## src/rtl/multicycle_control_if.sv

```systemverilog
// Control bundle between the multicycle RV32I sequencer and its shared datapath.
// master = controller (drives selects/enables), slave = datapath (drives instruction fields and zero).
interface multicycle_control_if;
  logic [6:0] op;
  logic [2:0] funct3;
  logic       funct7_5;
  logic       zero;

  logic       PCWrite;
  logic       AdrSrc;
  logic       MemWrite;
  logic       IRWrite;
  logic       RegWrite;
  logic [1:0] ResultSrc;
  logic [1:0] ALUSrcA;
  logic [1:0] ALUSrcB;
  logic [2:0] alu_control;
  logic [1:0] immSrc;
  logic       illegal;
  logic [3:0] state_dbg;

  modport master (
    input  op, funct3, funct7_5, zero,
    output PCWrite, AdrSrc, MemWrite, IRWrite, RegWrite, ResultSrc,
           ALUSrcA, ALUSrcB, alu_control, immSrc, illegal, state_dbg
  );

  modport slave (
    output op, funct3, funct7_5, zero,
    input  PCWrite, AdrSrc, MemWrite, IRWrite, RegWrite, ResultSrc,
           ALUSrcA, ALUSrcB, alu_control, immSrc, illegal, state_dbg
  );
endinterface

```

## src/rtl/multicycle_control.sv

```systemverilog
// Moore sequencer for the multicycle RV32I core: FETCH/DECODE/EXECUTE/MEM/WB over one ALU and one memory.
// Outputs follow the state register; PCWrite also follows zero, alu_control/immSrc follow the instruction fields.
module multicycle_control (
  input  logic                 clk,
  input  logic                 reset,
  multicycle_control_if.master ctl
);

  localparam logic [3:0] S_FETCH    = 4'd0;
  localparam logic [3:0] S_DECODE   = 4'd1;
  localparam logic [3:0] S_MEMADR   = 4'd2;
  localparam logic [3:0] S_MEMREAD  = 4'd3;
  localparam logic [3:0] S_MEMWB    = 4'd4;
  localparam logic [3:0] S_MEMWRITE = 4'd5;
  localparam logic [3:0] S_EXECUTER = 4'd6;
  localparam logic [3:0] S_EXECUTEI = 4'd7;
  localparam logic [3:0] S_ALUWB    = 4'd8;
  localparam logic [3:0] S_BEQ      = 4'd9;
  localparam logic [3:0] S_JAL      = 4'd10;

  localparam logic [6:0] OP_LW   = 7'b0000011;
  localparam logic [6:0] OP_SW   = 7'b0100011;
  localparam logic [6:0] OP_RTYP = 7'b0110011;
  localparam logic [6:0] OP_ITYP = 7'b0010011;
  localparam logic [6:0] OP_BEQ  = 7'b1100011;
  localparam logic [6:0] OP_JAL  = 7'b1101111;

  localparam logic [1:0] ALUOP_ADD   = 2'd0;
  localparam logic [1:0] ALUOP_SUB   = 2'd1;
  localparam logic [1:0] ALUOP_FUNCT = 2'd2;

  logic [3:0] state;
  logic [3:0] state_nxt;

  logic       pc_update;
  logic       branch;
  logic [1:0] alu_op;
  logic       adr_src;
  logic       mem_write;
  logic       ir_write;
  logic       reg_write;
  logic [1:0] result_src;
  logic [1:0] alu_src_a;
  logic [1:0] alu_src_b;
  logic       illegal_op;

  always_ff @(posedge clk or posedge reset) begin
    if (reset) state <= S_FETCH;
    else       state <= state_nxt;
  end

  always_comb begin
    state_nxt = S_FETCH;
    case (state)
      S_FETCH: state_nxt = S_DECODE;
      S_DECODE: begin
        case (ctl.op)
          OP_LW, OP_SW: state_nxt = S_MEMADR;
          OP_RTYP:      state_nxt = S_EXECUTER;
          OP_ITYP:      state_nxt = S_EXECUTEI;
          OP_BEQ:       state_nxt = S_BEQ;
          OP_JAL:       state_nxt = S_JAL;
          default:      state_nxt = S_FETCH;
        endcase
      end
      S_MEMADR:   state_nxt = (ctl.op == OP_SW) ? S_MEMWRITE : S_MEMREAD;
      S_MEMREAD:  state_nxt = S_MEMWB;
      S_MEMWB:    state_nxt = S_FETCH;
      S_MEMWRITE: state_nxt = S_FETCH;
      S_EXECUTER: state_nxt = S_ALUWB;
      S_EXECUTEI: state_nxt = S_ALUWB;
      S_ALUWB:    state_nxt = S_FETCH;
      S_BEQ:      state_nxt = S_FETCH;
      S_JAL:      state_nxt = S_ALUWB;
      default:    state_nxt = S_FETCH;
    endcase
  end

  // DECODE recognises the opcode here so the illegal pulse lines up with the FETCH return
  always_comb begin
    illegal_op = 1'b1;
    case (ctl.op)
      OP_LW, OP_SW, OP_RTYP, OP_ITYP, OP_BEQ, OP_JAL: illegal_op = 1'b0;
      default:                                         illegal_op = 1'b1;
    endcase
  end

  always_comb begin
    pc_update  = 1'b0;
    branch     = 1'b0;
    alu_op     = ALUOP_ADD;
    adr_src    = 1'b0;
    mem_write  = 1'b0;
    ir_write   = 1'b0;
    reg_write  = 1'b0;
    result_src = 2'b00;
    alu_src_a  = 2'b00;
    alu_src_b  = 2'b00;
    case (state)
      S_FETCH: begin
        ir_write   = 1'b1;
        alu_src_b  = 2'b10;
        result_src = 2'b10;
        pc_update  = 1'b1;
      end
      S_DECODE: begin
        alu_src_a = 2'b01;
        alu_src_b = 2'b01;
      end
      S_MEMADR: begin
        alu_src_a = 2'b10;
        alu_src_b = 2'b01;
      end
      S_MEMREAD: begin
        adr_src = 1'b1;
      end
      S_MEMWB: begin
        result_src = 2'b01;
        reg_write  = 1'b1;
      end
      S_MEMWRITE: begin
        adr_src   = 1'b1;
        mem_write = 1'b1;
      end
      S_EXECUTER: begin
        alu_src_a = 2'b10;
        alu_op    = ALUOP_FUNCT;
      end
      S_EXECUTEI: begin
        alu_src_a = 2'b10;
        alu_src_b = 2'b01;
        alu_op    = ALUOP_FUNCT;
      end
      S_ALUWB: begin
        reg_write = 1'b1;
      end
      S_BEQ: begin
        alu_src_a = 2'b10;
        alu_op    = ALUOP_SUB;
        branch    = 1'b1;
      end
      S_JAL: begin
        alu_src_a = 2'b01;
        alu_src_b = 2'b10;
        pc_update = 1'b1;
      end
      default: begin
        pc_update = 1'b0;
      end
    endcase
  end

  // op[5] separates R-type from I-type, so addi with imm bit 30 set never subtracts
  always_comb begin
    ctl.alu_control = 3'b000;
    case (alu_op)
      ALUOP_SUB: ctl.alu_control = 3'b001;
      ALUOP_FUNCT: begin
        case (ctl.funct3)
          3'b000:  ctl.alu_control = (ctl.op[5] & ctl.funct7_5) ? 3'b001 : 3'b000;
          3'b010:  ctl.alu_control = 3'b101;
          3'b110:  ctl.alu_control = 3'b011;
          3'b111:  ctl.alu_control = 3'b010;
          default: ctl.alu_control = 3'b000;
        endcase
      end
      default: ctl.alu_control = 3'b000;
    endcase
  end

  always_comb begin
    ctl.immSrc = 2'b00;
    case (ctl.op)
      OP_SW:   ctl.immSrc = 2'b01;
      OP_BEQ:  ctl.immSrc = 2'b10;
      OP_JAL:  ctl.immSrc = 2'b11;
      default: ctl.immSrc = 2'b00;
    endcase
  end

  // Write enables are gated by reset directly so nothing commits while reset is held
  assign ctl.PCWrite   = ~reset & (pc_update | (branch & ctl.zero));
  assign ctl.MemWrite  = ~reset & mem_write;
  assign ctl.IRWrite   = ~reset & ir_write;
  assign ctl.RegWrite  = ~reset & reg_write;
  assign ctl.illegal   = ~reset & (state == S_DECODE) & illegal_op;

  assign ctl.AdrSrc    = adr_src;
  assign ctl.ResultSrc = result_src;
  assign ctl.ALUSrcA   = alu_src_a;
  assign ctl.ALUSrcB   = alu_src_b;
  assign ctl.state_dbg = state;

endmodule

```

## src/flat_wrapper.sv

```systemverilog
// flat-port wrapper written by rule: the top's interface ports become plain ports
module multicycle_control_flat 
  (clk, reset, ctl_op, ctl_funct3, ctl_funct7_5, ctl_zero, ctl_PCWrite, ctl_AdrSrc, ctl_MemWrite, ctl_IRWrite, ctl_RegWrite, ctl_ResultSrc, ctl_ALUSrcA, ctl_ALUSrcB, ctl_alu_control, ctl_immSrc, ctl_illegal, ctl_state_dbg);
  multicycle_control_if ctl_i ();
  input  logic clk;
  input  logic reset;
  input wire logic [$bits(ctl_i.op)-1:0] ctl_op;
  input wire logic [$bits(ctl_i.funct3)-1:0] ctl_funct3;
  input wire logic [$bits(ctl_i.funct7_5)-1:0] ctl_funct7_5;
  input wire logic [$bits(ctl_i.zero)-1:0] ctl_zero;
  output wire logic [$bits(ctl_i.PCWrite)-1:0] ctl_PCWrite;
  output wire logic [$bits(ctl_i.AdrSrc)-1:0] ctl_AdrSrc;
  output wire logic [$bits(ctl_i.MemWrite)-1:0] ctl_MemWrite;
  output wire logic [$bits(ctl_i.IRWrite)-1:0] ctl_IRWrite;
  output wire logic [$bits(ctl_i.RegWrite)-1:0] ctl_RegWrite;
  output wire logic [$bits(ctl_i.ResultSrc)-1:0] ctl_ResultSrc;
  output wire logic [$bits(ctl_i.ALUSrcA)-1:0] ctl_ALUSrcA;
  output wire logic [$bits(ctl_i.ALUSrcB)-1:0] ctl_ALUSrcB;
  output wire logic [$bits(ctl_i.alu_control)-1:0] ctl_alu_control;
  output wire logic [$bits(ctl_i.immSrc)-1:0] ctl_immSrc;
  output wire logic [$bits(ctl_i.illegal)-1:0] ctl_illegal;
  output wire logic [$bits(ctl_i.state_dbg)-1:0] ctl_state_dbg;
  assign ctl_i.op = ctl_op;
  assign ctl_i.funct3 = ctl_funct3;
  assign ctl_i.funct7_5 = ctl_funct7_5;
  assign ctl_i.zero = ctl_zero;
  assign ctl_PCWrite = ctl_i.PCWrite;
  assign ctl_AdrSrc = ctl_i.AdrSrc;
  assign ctl_MemWrite = ctl_i.MemWrite;
  assign ctl_IRWrite = ctl_i.IRWrite;
  assign ctl_RegWrite = ctl_i.RegWrite;
  assign ctl_ResultSrc = ctl_i.ResultSrc;
  assign ctl_ALUSrcA = ctl_i.ALUSrcA;
  assign ctl_ALUSrcB = ctl_i.ALUSrcB;
  assign ctl_alu_control = ctl_i.alu_control;
  assign ctl_immSrc = ctl_i.immSrc;
  assign ctl_illegal = ctl_i.illegal;
  assign ctl_state_dbg = ctl_i.state_dbg;
  multicycle_control u_core (.clk(clk), .reset(reset), .ctl(ctl_i));
endmodule
```

## config.mk

```make
export PLATFORM = sky130hd
export DESIGN_NAME = multicycle_control_flat
export DESIGN_NICKNAME = d
export VERILOG_FILES = /design/src/rtl/multicycle_control_if.sv /design/src/rtl/multicycle_control.sv /design/src/flat_wrapper.sv
export SDC_FILE = /design/constraint.sdc
export NUM_CORES = 1
export LEC_CHECK = 0
export CELL_PAD_IN_SITES_DETAIL_PLACEMENT = 1
export CELL_PAD_IN_SITES_GLOBAL_PLACEMENT = 1
export CORE_UTILIZATION = 22
export CTS_CLUSTER_SIZE = 8
export DETAILED_ROUTE_END_ITERATION = 16
export GPL_ROUTABILITY_DRIVEN = 1
export GPL_TIMING_DRIVEN = 0
export PLACE_DENSITY_LB_ADDON = 0.1
export SKIP_LAST_GASP = 1
export SYNTH_ARGS = -nofsm -noshare
export SYNTH_HDL_FRONTEND = slang
export SYNTH_SLANG_ARGS = --single-unit
```

## constraint.sdc

```tcl
create_clock -name clk -period 2 [get_ports clk]
set_clock_uncertainty 0.1 [all_clocks]
set_input_delay 0.4 -clock clk [delete_from_list [all_inputs] [get_ports clk]]
set_output_delay 0.4 -clock clk [all_outputs]
set_load 0.02 [all_outputs]
```

**Yosys cells after proc, flatten, opt, wreduce, memory -nomap -nowiden**

Cells that the tools add are included.

- Reduce and logical (&&, ||, !) cells: 12
- Bitwise gates (word level): 10
- Multiplexer cells: 18
- Eq/ne operators: 21

Operator list:

| cell | count |
|---|---|
| $pmux W4 S5 | 2 |
| $eq A4 B3 Y1 const B | 4 |
| $pmux W2 S2 | 4 |
| $eq A7 B6 Y1 const B | 2 |
| $eq A7 B7 Y1 const B | 2 |
| $eq A4 B4 Y1 const B | 3 |
| $pmux W3 S4 | 1 |
| $reduce_or A2 Y1 | 6 |
| $and A1 B1 Y1 | 8 |
| $eq A4 B2 Y1 const B | 2 |
| $mux W1 | 8 |
| $eq A7 B2 Y1 const B | 1 |
| $eq A7 B5 Y1 const B | 1 |
| $eq A3 B3 Y1 const B | 2 |
| $pmux W2 S3 | 1 |
| $pmux W3 S2 | 1 |
| $reduce_or A3 Y1 | 2 |
| $reduce_or A6 Y1 | 1 |
| $eq A4 B1 Y1 const B | 1 |
| $logic_not A4 Y1 | 1 |
| $reduce_or A4 Y1 | 1 |
| $eq A3 B2 Y1 const B | 1 |
| $logic_not A3 Y1 | 1 |
| $mux W3 | 1 |
| other kinds (4) | 4 |

- Bits of input ports: 14
- Register bits: 4

**Depth between registers and ports, before layout**

- Word-level depth: 5
- Gate-level depth with buffers: 7

**Worst setup path before layout**

OpenSTA, ideal clock, no wires.

- Kind: reg2out
- From: register u_core.state[1], in the netlist u_core.ctl.state_dbg[1]
- To: output port ctl_PCWrite
- Cell stages (with the launch flop): 6
- Arrival time: 1976 ps
- Path slack: -476 ps
- Data required time: 1500 ps
- Cells stage by stage: dfrtp_1 clkbuf_1 nor2b_1 nor4_1 a21oi_1 nor2_1

- Cells in the longest elaborated chain, start to end: 5
- Elaborated cells on any way between the ends: 9
- Those cells by class: 2 x eq/ne; 2 x mux; 3 x bitwise; 2 x reduce/logical

RTL lines:

| element | RTL line | text |
|---|---|---|
| from (decl) | multicycle_control.sv:32 | `logic [3:0] state;` |
| from (signal assigned) | multicycle_control.sv:49 | `else state <= state_nxt;` |
| $eq A4 B4 Y1 or $logic_not A4 Y1 (tied branches) | multicycle_control.sv:99 | `case (state)` |
| $reduce_or A2 Y1 (no source line) or $mux W1 (tied branches) | - |  |
| $mux W1 or $and A1 B1 Y1 (tied branches) | multicycle_control.sv:99, multicycle_control.sv:182 |  |
| $or A1 B1 Y1 * | multicycle_control.sv:182 | `assign ctl.PCWrite = ~reset & (pc_update \| (branch & ctl.zero));` |
| $and A1 B1 Y1 * | multicycle_control.sv:182 |  |
| to (decl) | flat_wrapper.sv:11 | `output wire logic [$bits(ctl_i.PCWrite)-1:0] ctl_PCWrite;` |

Mark *: on every way between the ends. The rest lies on a longest branch, timed or not.

**Worst setup path after layout**

- From: register u_core.state[2], in the netlist u_core.ctl.state_dbg[2]
- To: output port ctl_alu_control[1]

- Cells in the longest elaborated chain, start to end: 5
- Elaborated cells on any way between the ends: 8
- Those cells by class: 5 x eq/ne; 2 x mux; 1 x reduce/logical

RTL lines:

| element | RTL line | text |
|---|---|---|
| $eq A4 B3 Y1 | multicycle_control.sv:99 |  |
| $reduce_or A2 Y1 (no source line) | - |  |
| $pmux W2 S2 * | multicycle_control.sv:99 |  |
| $eq A2 B2 Y1 or $eq A2 B1 Y1 (tied branches) | multicycle_control.sv:156 | `case (alu_op)` |
| $pmux W3 S2 * | multicycle_control.sv:156 |  |
| to (decl) | flat_wrapper.sv:19 | `output wire logic [$bits(ctl_i.alu_control)-1:0] ctl_alu_control;` |

Marked as above.

==> qor.yml <==
outcome: "finished, violations left"
violations: "setup timing"
sequentialPowerShare: 0.114
cpPeakStageDelay_ps: 390
grt_pass1_wl_mm: 3.795
dpl.hpwl_mm: 1.590
clock.fmax_ghz: 0.4616
clock_latency_ps: 240
io-pin-count: 35
cp_data_arrival_time_ps: 1670
cp_slowest_cell: "dfrtp_1"
relSlewSlack: 0.7694
largest_register_ffs: 4
dieArea_um2: 2890
netlist_area_um2: 589.3
yosys.cell_types.count: 29
power_density_nw_per_um2: 943.5
dieHeight_um: 53.76
worstMarginPinSlew_ps: 345.9
fin_nets: 160
syn-instance-count: 87
core_area_um2: 2500
die_width_um: 53.76
p_int_mw: 0.6051
drc: 0
avgRoutedWirePerCell_um: 14.06
worst-setup-path-type: "flop to output pin"
cts_root_buffer: "clkbuf_4"
rsz0062_at_grt: "yes"
grt_overflow_total: 0
peakVddDrop_v: 0.0007350
worstPathMaxFanout: 5
swShare: 0.4965
yosysSeqAreaShare: 0.1699
synth_flop_cell: "dfrtp_1"
post-route-util: 0.5095
viasPerCell: 4.971
syn2layout_area_growth_pct: 116.1
period_minus_slack_ps: 2166
syn_avg_cell_area_um2: 6.774
vias: 860
rows: 18
worstSetupStartpointType: "flop"
grt_usage: 0.1805
setup_slack_ps: -166.3
gp_congestion: 0.7535
crit_chain: "clkbuf_8 -> nor3b_4 -> buf_6 -> ha_4 -> nor3b_4 -> buf_6"
drive_gt1_frac: 0.5524
holdWs_ps: 228.8
cts_buffers: 3
p_comb_frac: 0.792
synthArstFlopShare: 1.000
start_util: 0.2357
hold_path.class: "input port to asynchronous set/reset pin"
required_ps: 1500
synth_seq_cells: 4
port_buffers: 34
finalCritPeriodShare: 1.083
drt_iter0_drc: 11
grt_max_degree: 11
n_antenna_cell: 0
ctsHoldBuffers: 0
hold_viol: 0
syn_nets: 103
clock-sinks: 4
postRouteAntennaNets: 0
synth-edff-count: 0
cts_tree: "yes"
p_clk_frac: 0.094
htreeDepth: 1
clk_pin_slew_ps: 40
drt_wl_total_mm: 2.432
finalSetupViolCount: 5
maxCapViolations: 0
yosys_warnings: 0
antenna_found_initial: 0
clock_path_buffers: 2
worst_setup_path_end_kind: "output pin"
p_switching_mw: 0.5966
drv_slew: 0
drt-pass1-iter-count: 4
first_global_vias: 844
leakagePower_nw: 0.5532
critical path: cells and delay by family, from the launching register on:
family	cells	cell delay, ps
buffers and inverters	3	450
adder cells (fa/ha/maj)	1	200
flip-flops	1	390
AND/OR/NAND/NOR	2	400
logic make-up (layout without fill, tap and decap cells):
kind of cell             Yosys count  count (layout)  share of synthesized area
AND/OR/NAND/NOR                   45              45                     0.4140
adder cells (fa/ha/maj)            2               2                    0.04246
AO/OA/AOI/OAI                     21              21                     0.2527
flip-flops                         4               4                     0.1699
XOR/XNOR                           3               3                    0.04459
buffers and inverters             12              68                    0.07643
per-stage QoR:
step	cells	setup TNS [ps]	cell area, um^2	power [mW]	setup slack [ps]
finish	173	-606.9	1274	1.202	-166.3
global route	173	-1023	1274	1.285	-233.0
CTS	171	-652.7	1255	1.142	-176.5
detailed placement	151	-6746	1071	0.9619	-783.6
global placement	151	-6464	1071	0.9517	-777.0
floorplan	87	0	693.2	0.6248	0.2327
placed cells by master (no fill, tap or decap), drive strengths merged, types with 2 or more instances in the layout:
cell type	synthesis	routed
nor3	9	9
clkbuf	4	11
inv	7	7
dlygate4sd2	0	5
buf	1	34
nor2b	3	3
nor3b	3	3
a21oi	8	8
nor2	9	9
dfrtp	4	4
xnor2	3	3
and2	3	3
nand3	2	2
o2bb2ai	2	2
nor4	4	4
a21boi	2	2
nand2	5	5
clkdlybuf4s50	0	9
nand2b	2	2
clkdlybuf4s15	0	2
nand4	2	2
ha	2	2
o21ai	4	4
layer usage:
layer	routed length (um)	track usage	up-vias
met2	1321	0.3395	19
met4	29	0.05263	0
met3	91	0.01977	4
li1	-	-	423
met1	989	0.2097	414
met5	0	0	-
power groups by stage:
stage / sequential [mW] / clock [mW] / combinational (mW)
after floorplan: 0.159 / 0 / 0.466
after global placement: 0.136 / 0 / 0.815
after detailed placement: 0.138 / 0 / 0.824
after CTS: 0.137 / 0.118 / 0.886
after global routing: 0.143 / 0.123 / 1.02
final: 0.137 / 0.113 / 0.952
synth_stat cells (2+ instances only):
master,instances,area [um^2]
inv_1,7,26.28
nor3_1,9,45.04
nor2b_1,3,18.77
nand2_1,5,18.77
nand3_1,2,10.01
xnor2_1,3,26.28
a21oi_1,8,40.04
clkbuf_1,4,15.01
ha_1,2,25.02
o21ai_0,4,20.02
nor2_1,9,33.78
dfrtp_1,4,100.1
nand4_1,2,12.51
and2_1,3,18.77
o2bb2ai_1,2,17.52
nor3b_1,3,22.52
a21boi_0,2,15.01
nor4_1,4,25.02
area by class of cell:
class / count / area, um^2
buffer: 4 / 48.80
clock buffer: 4 / 26.28
fill: 309 / 1226
inverter: 7 / 28.78
multi-input combinational: 71 / 611.8
sequential: 4 / 103.9
tap: 30 / 37.54
timing repair buffer: 53 / 416.7
timing repair:
action                     CTS  global route
buffers inserted            17             2
pin swaps                    5             1
setup endpoints to repair   17            16
gates resized for setup    104            20
final timing paths:
kind / from / end / slack [ps] / cells past startpoint
setup / recovery: u_core.ctl.state_dbg[2]$_DFF_PP0_ / ctl_alu_control[1] / -170 / 6
hold / removal: reset / u_core.ctl.state_dbg[3]$_DFF_PP0_ / 230 / 2
setup reg to reg: u_core.ctl.state_dbg[1]$_DFF_PP0_ / u_core.ctl.state_dbg[0]$_DFF_PP0_ / 540 / 6
hold reg to reg: u_core.ctl.state_dbg[2]$_DFF_PP0_ / u_core.ctl.state_dbg[0]$_DFF_PP0_ / 550 / 2
max in group asynchronous: reset / u_core.ctl.state_dbg[1]$_DFF_PP0_ / 1400 / 2
min in group clk: ctl_op[6] / u_core.ctl.state_dbg[2]$_DFF_PP0_ / 500 / 4
No activity file was read; power rests on OpenSTA's default activity.
